<file path="src/rtl/id_ex_stage.sv">
// ID/EX pipeline register with MEM/WB operand forwarding and load-use bubble insertion; latency 1 cycle.
// Backpressure: Stall_D holds PC/decode for one cycle on a load-use hazard; Flush_E overrides it.
module id_ex_stage #(
    parameter int DATA_WIDTH    = 32,
    parameter int ADDRESS_WIDTH = 5,
    parameter int CNT_WIDTH     = 16
) (
    input  logic                     clk,
    input  logic                     rst_n,
    input  logic                     Valid_D,
    input  logic [ADDRESS_WIDTH-1:0] AD1_D,
    input  logic [ADDRESS_WIDTH-1:0] AD2_D,
    input  logic [DATA_WIDTH-1:0]    RD1_D,
    input  logic [DATA_WIDTH-1:0]    RD2_D,
    input  logic [ADDRESS_WIDTH-1:0] AD3_D,
    input  logic                     RegWrite_D,
    input  logic                     MemRead_D,
    input  logic [ADDRESS_WIDTH-1:0] AD3_M,
    input  logic                     RegWrite_M,
    input  logic [DATA_WIDTH-1:0]    ALUout_M,
    input  logic [ADDRESS_WIDTH-1:0] AD3_W,
    input  logic                     RegWrite_W,
    input  logic [DATA_WIDTH-1:0]    WD3_W,
    input  logic                     Flush_E,
    output logic                     Valid_E,
    output logic [DATA_WIDTH-1:0]    SrcA_E,
    output logic [DATA_WIDTH-1:0]    SrcB_E,
    output logic [ADDRESS_WIDTH-1:0] AD3_E,
    output logic                     RegWrite_E,
    output logic                     MemRead_E,
    output logic                     Stall_D,
    output logic [CNT_WIDTH-1:0]     StallCount
);

    typedef struct packed {
        logic                     vld;
        logic [ADDRESS_WIDTH-1:0] ad3;
        logic                     reg_write;
        logic                     mem_read;
        logic [DATA_WIDTH-1:0]    src_a;
        logic [DATA_WIDTH-1:0]    src_b;
    } ex_t;

    ex_t                  ex_q;
    ex_t                  ex_d;
    logic [DATA_WIDTH-1:0] fwd_a;
    logic [DATA_WIDTH-1:0] fwd_b;
    logic                  hz;
    logic [CNT_WIDTH-1:0]  stall_cnt;

    // MEM is younger than WB, so its result takes precedence; x0 is hardwired zero.
    always_comb begin
        fwd_a = RD1_D;
        if (RegWrite_M && (AD3_M != '0) && (AD3_M == AD1_D))
            fwd_a = ALUout_M;
        else if (RegWrite_W && (AD3_W != '0) && (AD3_W == AD1_D))
            fwd_a = WD3_W;

        fwd_b = RD2_D;
        if (RegWrite_M && (AD3_M != '0) && (AD3_M == AD2_D))
            fwd_b = ALUout_M;
        else if (RegWrite_W && (AD3_W != '0) && (AD3_W == AD2_D))
            fwd_b = WD3_W;
    end

    assign hz = Valid_D && ex_q.vld && ex_q.mem_read && (ex_q.ad3 != '0) &&
                ((ex_q.ad3 == AD1_D) || (ex_q.ad3 == AD2_D));
    assign Stall_D = hz && !Flush_E;

    always_comb begin
        ex_d = '0;
        if (!Flush_E && !Stall_D) begin
            ex_d.vld       = Valid_D;
            ex_d.ad3       = AD3_D;
            ex_d.reg_write = RegWrite_D && Valid_D;
            ex_d.mem_read  = MemRead_D && Valid_D;
            ex_d.src_a     = fwd_a;
            ex_d.src_b     = fwd_b;
        end
    end

    always_ff @(posedge clk or negedge rst_n) begin
        if (!rst_n)
            ex_q <= '0;
        else
            ex_q <= ex_d;
    end

    always_ff @(posedge clk or negedge rst_n) begin
        if (!rst_n)
            stall_cnt <= '0;
        else if (Stall_D && (stall_cnt != '1))
            stall_cnt <= stall_cnt + 1'b1;
    end

    assign Valid_E    = ex_q.vld;
    assign SrcA_E     = ex_q.src_a;
    assign SrcB_E     = ex_q.src_b;
    assign AD3_E      = ex_q.ad3;
    assign RegWrite_E = ex_q.reg_write;
    assign MemRead_E  = ex_q.mem_read;
    assign StallCount = stall_cnt;

endmodule

</file>
<file path="config.mk">
export PLATFORM = sky130hd
export DESIGN_NAME = id_ex_stage
export DESIGN_NICKNAME = d
export VERILOG_FILES = /design/src/rtl/id_ex_stage.sv
export SDC_FILE = /design/constraint.sdc
export NUM_CORES = 1
export LEC_CHECK = 0
export ABC_AREA = 1
export CORE_MARGIN = 1.5
export CORE_UTILIZATION = 25
export CTS_CLUSTER_SIZE = 10
export DETAILED_ROUTE_END_ITERATION = 7
export PLACE_DENSITY = 0.52
export SETUP_SLACK_MARGIN = 0.4
export SYNTH_ARGS = -nofsm -noshare
export SYNTH_HDL_FRONTEND = slang
export SYNTH_SLANG_ARGS = --single-unit
</file>
<file path="constraint.sdc">
create_clock -name clk -period 1.4 [get_ports clk]
set_input_delay 0.21 -clock clk [delete_from_list [all_inputs] [get_ports clk]]
set_output_delay 0.21 -clock clk [all_outputs]
set_load 0.005 [all_outputs]
</file>
==> metrics.csv <==
stage,metric,value,unit
run_status,violations,negative setup slack,
yosys,synth_compound_area_share,8.33,%
clocking,clk_latency,350,ps
yosys,synthTopCellsByCount,"196 x nand3_1, 159 x nor2_1, 150 x nand2_1",
detailed_routing,drtAntennaViolNets,0,
worst_setup_path,cp_max_fo,4,
yosys,yosysMostFrequentCell,nand3_1,
finish,nets,1335,
worst_setup_path,reg2reg_from,AD3_E[1],
power,ir_drop,448,uV
timing,slew_headroom,70.9,%
timing,period_needed,1770,ps
place,hpwlAfterDp,17.8,mm
clocking,clk_pin_slew,70,ps
power,internal-power,5.06,mW
grt,antenna_found_initial,2,
detailed_routing,wirelength,25.8,mm
timing,max_freq,0.564,GHz
clocking,cts_num_sinks,88,
timing,finalHoldViolations,0,
worst_hold_path,hold_path.class,in -> async,
detailed_routing,drc,0,
timing,slew_viol_final,0,
yosys,netlist.area_leader.share,36.5,%
detailed_routing,wl_per_cell,17.2,um
detailed_routing,firstDrtPassIters,5,
yosys,yosys.area_share.simple,40.8,%
yosys,synth_edf_count,0,
timing,grt_setup_unrepaired,true,
detailed_routing,drtIter0Drc,324,
worst_setup_path,arrival,1560,ps
die,die_y,158,um
finish,drive_above_1_share,27.1,%
worst_setup_path,worstSetupStartpoint,AD3_E[1],
worst_setup_path,r2r_end,StallCount[3],
yosys,ys_types,28,
grt,grt_usage,20.1,%
yosys,synth_seq_cells,88,
timing,setup_viol,91,
timing,skew,10.4,ps
grt,grt_pass1_vias,6816,
timing,tightest_slew,436,ps
yosys,yosysSeqAreaShare,36.5,%
yosys,syn_inst,851,
yosys,synthTopCellsByArea,"dfrtp_1 37%, nand3_1 16%, nor2_1 9.9%",
worst_setup_path,endpoint,Stall_D,
worst_setup_path,path_class,reg -> out,
grt,grt_max_degree,47,
yosys,synth-xor-area-share,5.09,%
place,io_buffer_count,249,
finish,fin_util,43.9,%
grt,grt_pass1_wl,38.3,mm
die,dieArea,25000,sq um
die,core.rowCount,56,
worst_setup_path,cp.required,1190,ps
run_status,status,"finished, violations left",
power,power.density,692,nW/um^2
clocking,cts-root-buf,clkbuf_16,
clocking,cts_tree,done,
yosys,yosysTopAreaCell,dfrtp_1,
die,initial_core_util,25.6,%
finish,syn_to_final_growth,71.7,%
power,p_seq_share,38.0,%
power,swShare,29.4,%
yosys,syn_nets,1013,
place,dp_cells,1441,
worst_setup_path,r2r_cells,12,
power,p_leak,5.23,nW
yosys,syn_area_per_cell,7.08,sq um
worst_setup_path,rrSetupSlack,-310,ps
power,switching_power,2.11,mW
place,place_congestion,0.866,
detailed_routing,vias,6881,
job,drv_cap,0,
grt,overflow,0,
timing,hold_ws,336,ps
yosys,async_flop_share,100,%
detailed_routing,vias_per_cell,4.59,
timing,finalCritPeriodShare,127,%
clocking,cts.path.max_buffers,2,
clocking,htree_num_levels,3,
worst_setup_path,cp-end-kind,output port,
yosys,synth_fa_ha_area_share,0.208,%
yosys,synth_area,6030,sq um
timing,finalWorstSetupSlack,-373,ps
yosys,synth-main-ff-cell,dfrtp_1,
die,dieWidth,158,um
power,comb_power_share,26.5,%
worst_setup_path,startpoint_type,flip-flop,
yosys,synth_top_family_by_area,simple AND/OR/NAND/NOR gates,
die,core,23500,sq um
finish,finalNonFillerCells,1499,
die,pin_count,250,
clocking,cts_buffers,9,
yosys,yosys_warnings,0,
power,clkPwrFrac,35.5,%
yosys,synth_mux_area_share,0,%
==> repair_timing <==
action,CTS,global route
gates cloned,2,4
resized for setup,420,46
endpoints found under the setup margin,177,177
pin swaps,6,13
setup buffers,28,5
endpoints found under the hold margin,22,0
hold buffers,1,0
==> flip-flops by register name, indices dropped and copies added, names as in the netlist <==
| register | cells |
|---|---|
| SrcB_E | 32 |
| Valid_E | 1 |
| AD3_E | 5 |
| RegWrite_E | 1 |
| StallCount | 16 |
| MemRead_E | 1 |
| SrcA_E | 32 |
==> power by group through the flow <==
stage               clock, mW  combinational [mW]  sequential [mW]
floorplan                   0               0.673             2.78
global placement            0                1.93             2.77
detailed placement          0                1.93             2.77
CTS                      2.61                1.87             2.72
global route             2.72                2.07             2.73
finish                   2.54                1.90             2.72
==> cell type report <==
cell class / instances / area [sq um]
Fill cell: 2415 / 13200
Timing Repair Buffer: 369 / 3660
Multi-Input combinational cell: 643 / 3530
Sequential cell: 88 / 2220
Tap cell: 319 / 399
Clock buffer: 13 / 280
Inverter: 62 / 234
Clock inverter: 3 / 23.8
Antenna cell: 2 / 5.00
==> stage by stage <==
step	setup slack, ps	power (mW)	TNS [ps]	cell area [sq um]
2_1_floorplan	-88.6	3.45	-2390	6180
3_3_place_gp	-703	4.70	-50110	9610
3_5_place_dp	-720	4.70	-50910	9610
4_1_cts	-434	7.20	-30970	10100
5_1_grt	-476	7.52	-33380	10300
6_report	-373	7.16	-22280	10300
==> placed cells by master (no fill, tap or decap), drive strengths merged <==
master and count:
clkinvlp 2, diode 2, ha 1, dfrtp 88, o21ai 2, xor2 15
nand2 153, clkdlybuf4s15 1, nor3 4, nand3 210, o21bai 1, xnor2 20
dlymetal6s2s 2, and2 1, inv 61, dlygate4sd3 1, clkbuf 17, clkinv 2
nor2 168, nand4 3, a21boi 64, clkdlybuf4s50 157, buf 204, nand3b 1
==> layer usage <==
metal	global-route usage [%]	vias up	wire, um
li1	-	3403	-
met1	26.5	3213	11400
met2	33.6	239	12300
met3	2.75	26	1610
met4	6.90	0	565
met5	0	-	0
==> critical path, cell delays in order (launching register included) <==
cell and delay (ps):
dfrtp_2 450, buf_6 140, nor2_4 70, nand3_2 70, o21bai_1 160, inv_2 70
nand2_4 80, nor2_4 40, buf_2 130
==> cells by family after synthesis <==
family,after synthesis
adders and majority gates,1
buffers and inverters,120
DFF,88
and+or+nand+nor,540
AOI/OAI and AO/OA,67
xor gates and xnor gates,35
==> how the worst min path moves through the flow <==
stage	slack, ps	to	startpoint	cells past startpoint
detailed placement	180	MemRead_E	rst_n	1
global route	380	MemRead_E	rst_n	2
global placement	190	RegWrite_E	rst_n	1
floorplan	-90	AD3_E[0]	rst_n	0
finish	340	MemRead_E	rst_n	2
CTS	340	MemRead_E	rst_n	2
No activity file was read; power rests on OpenSTA's default activity.
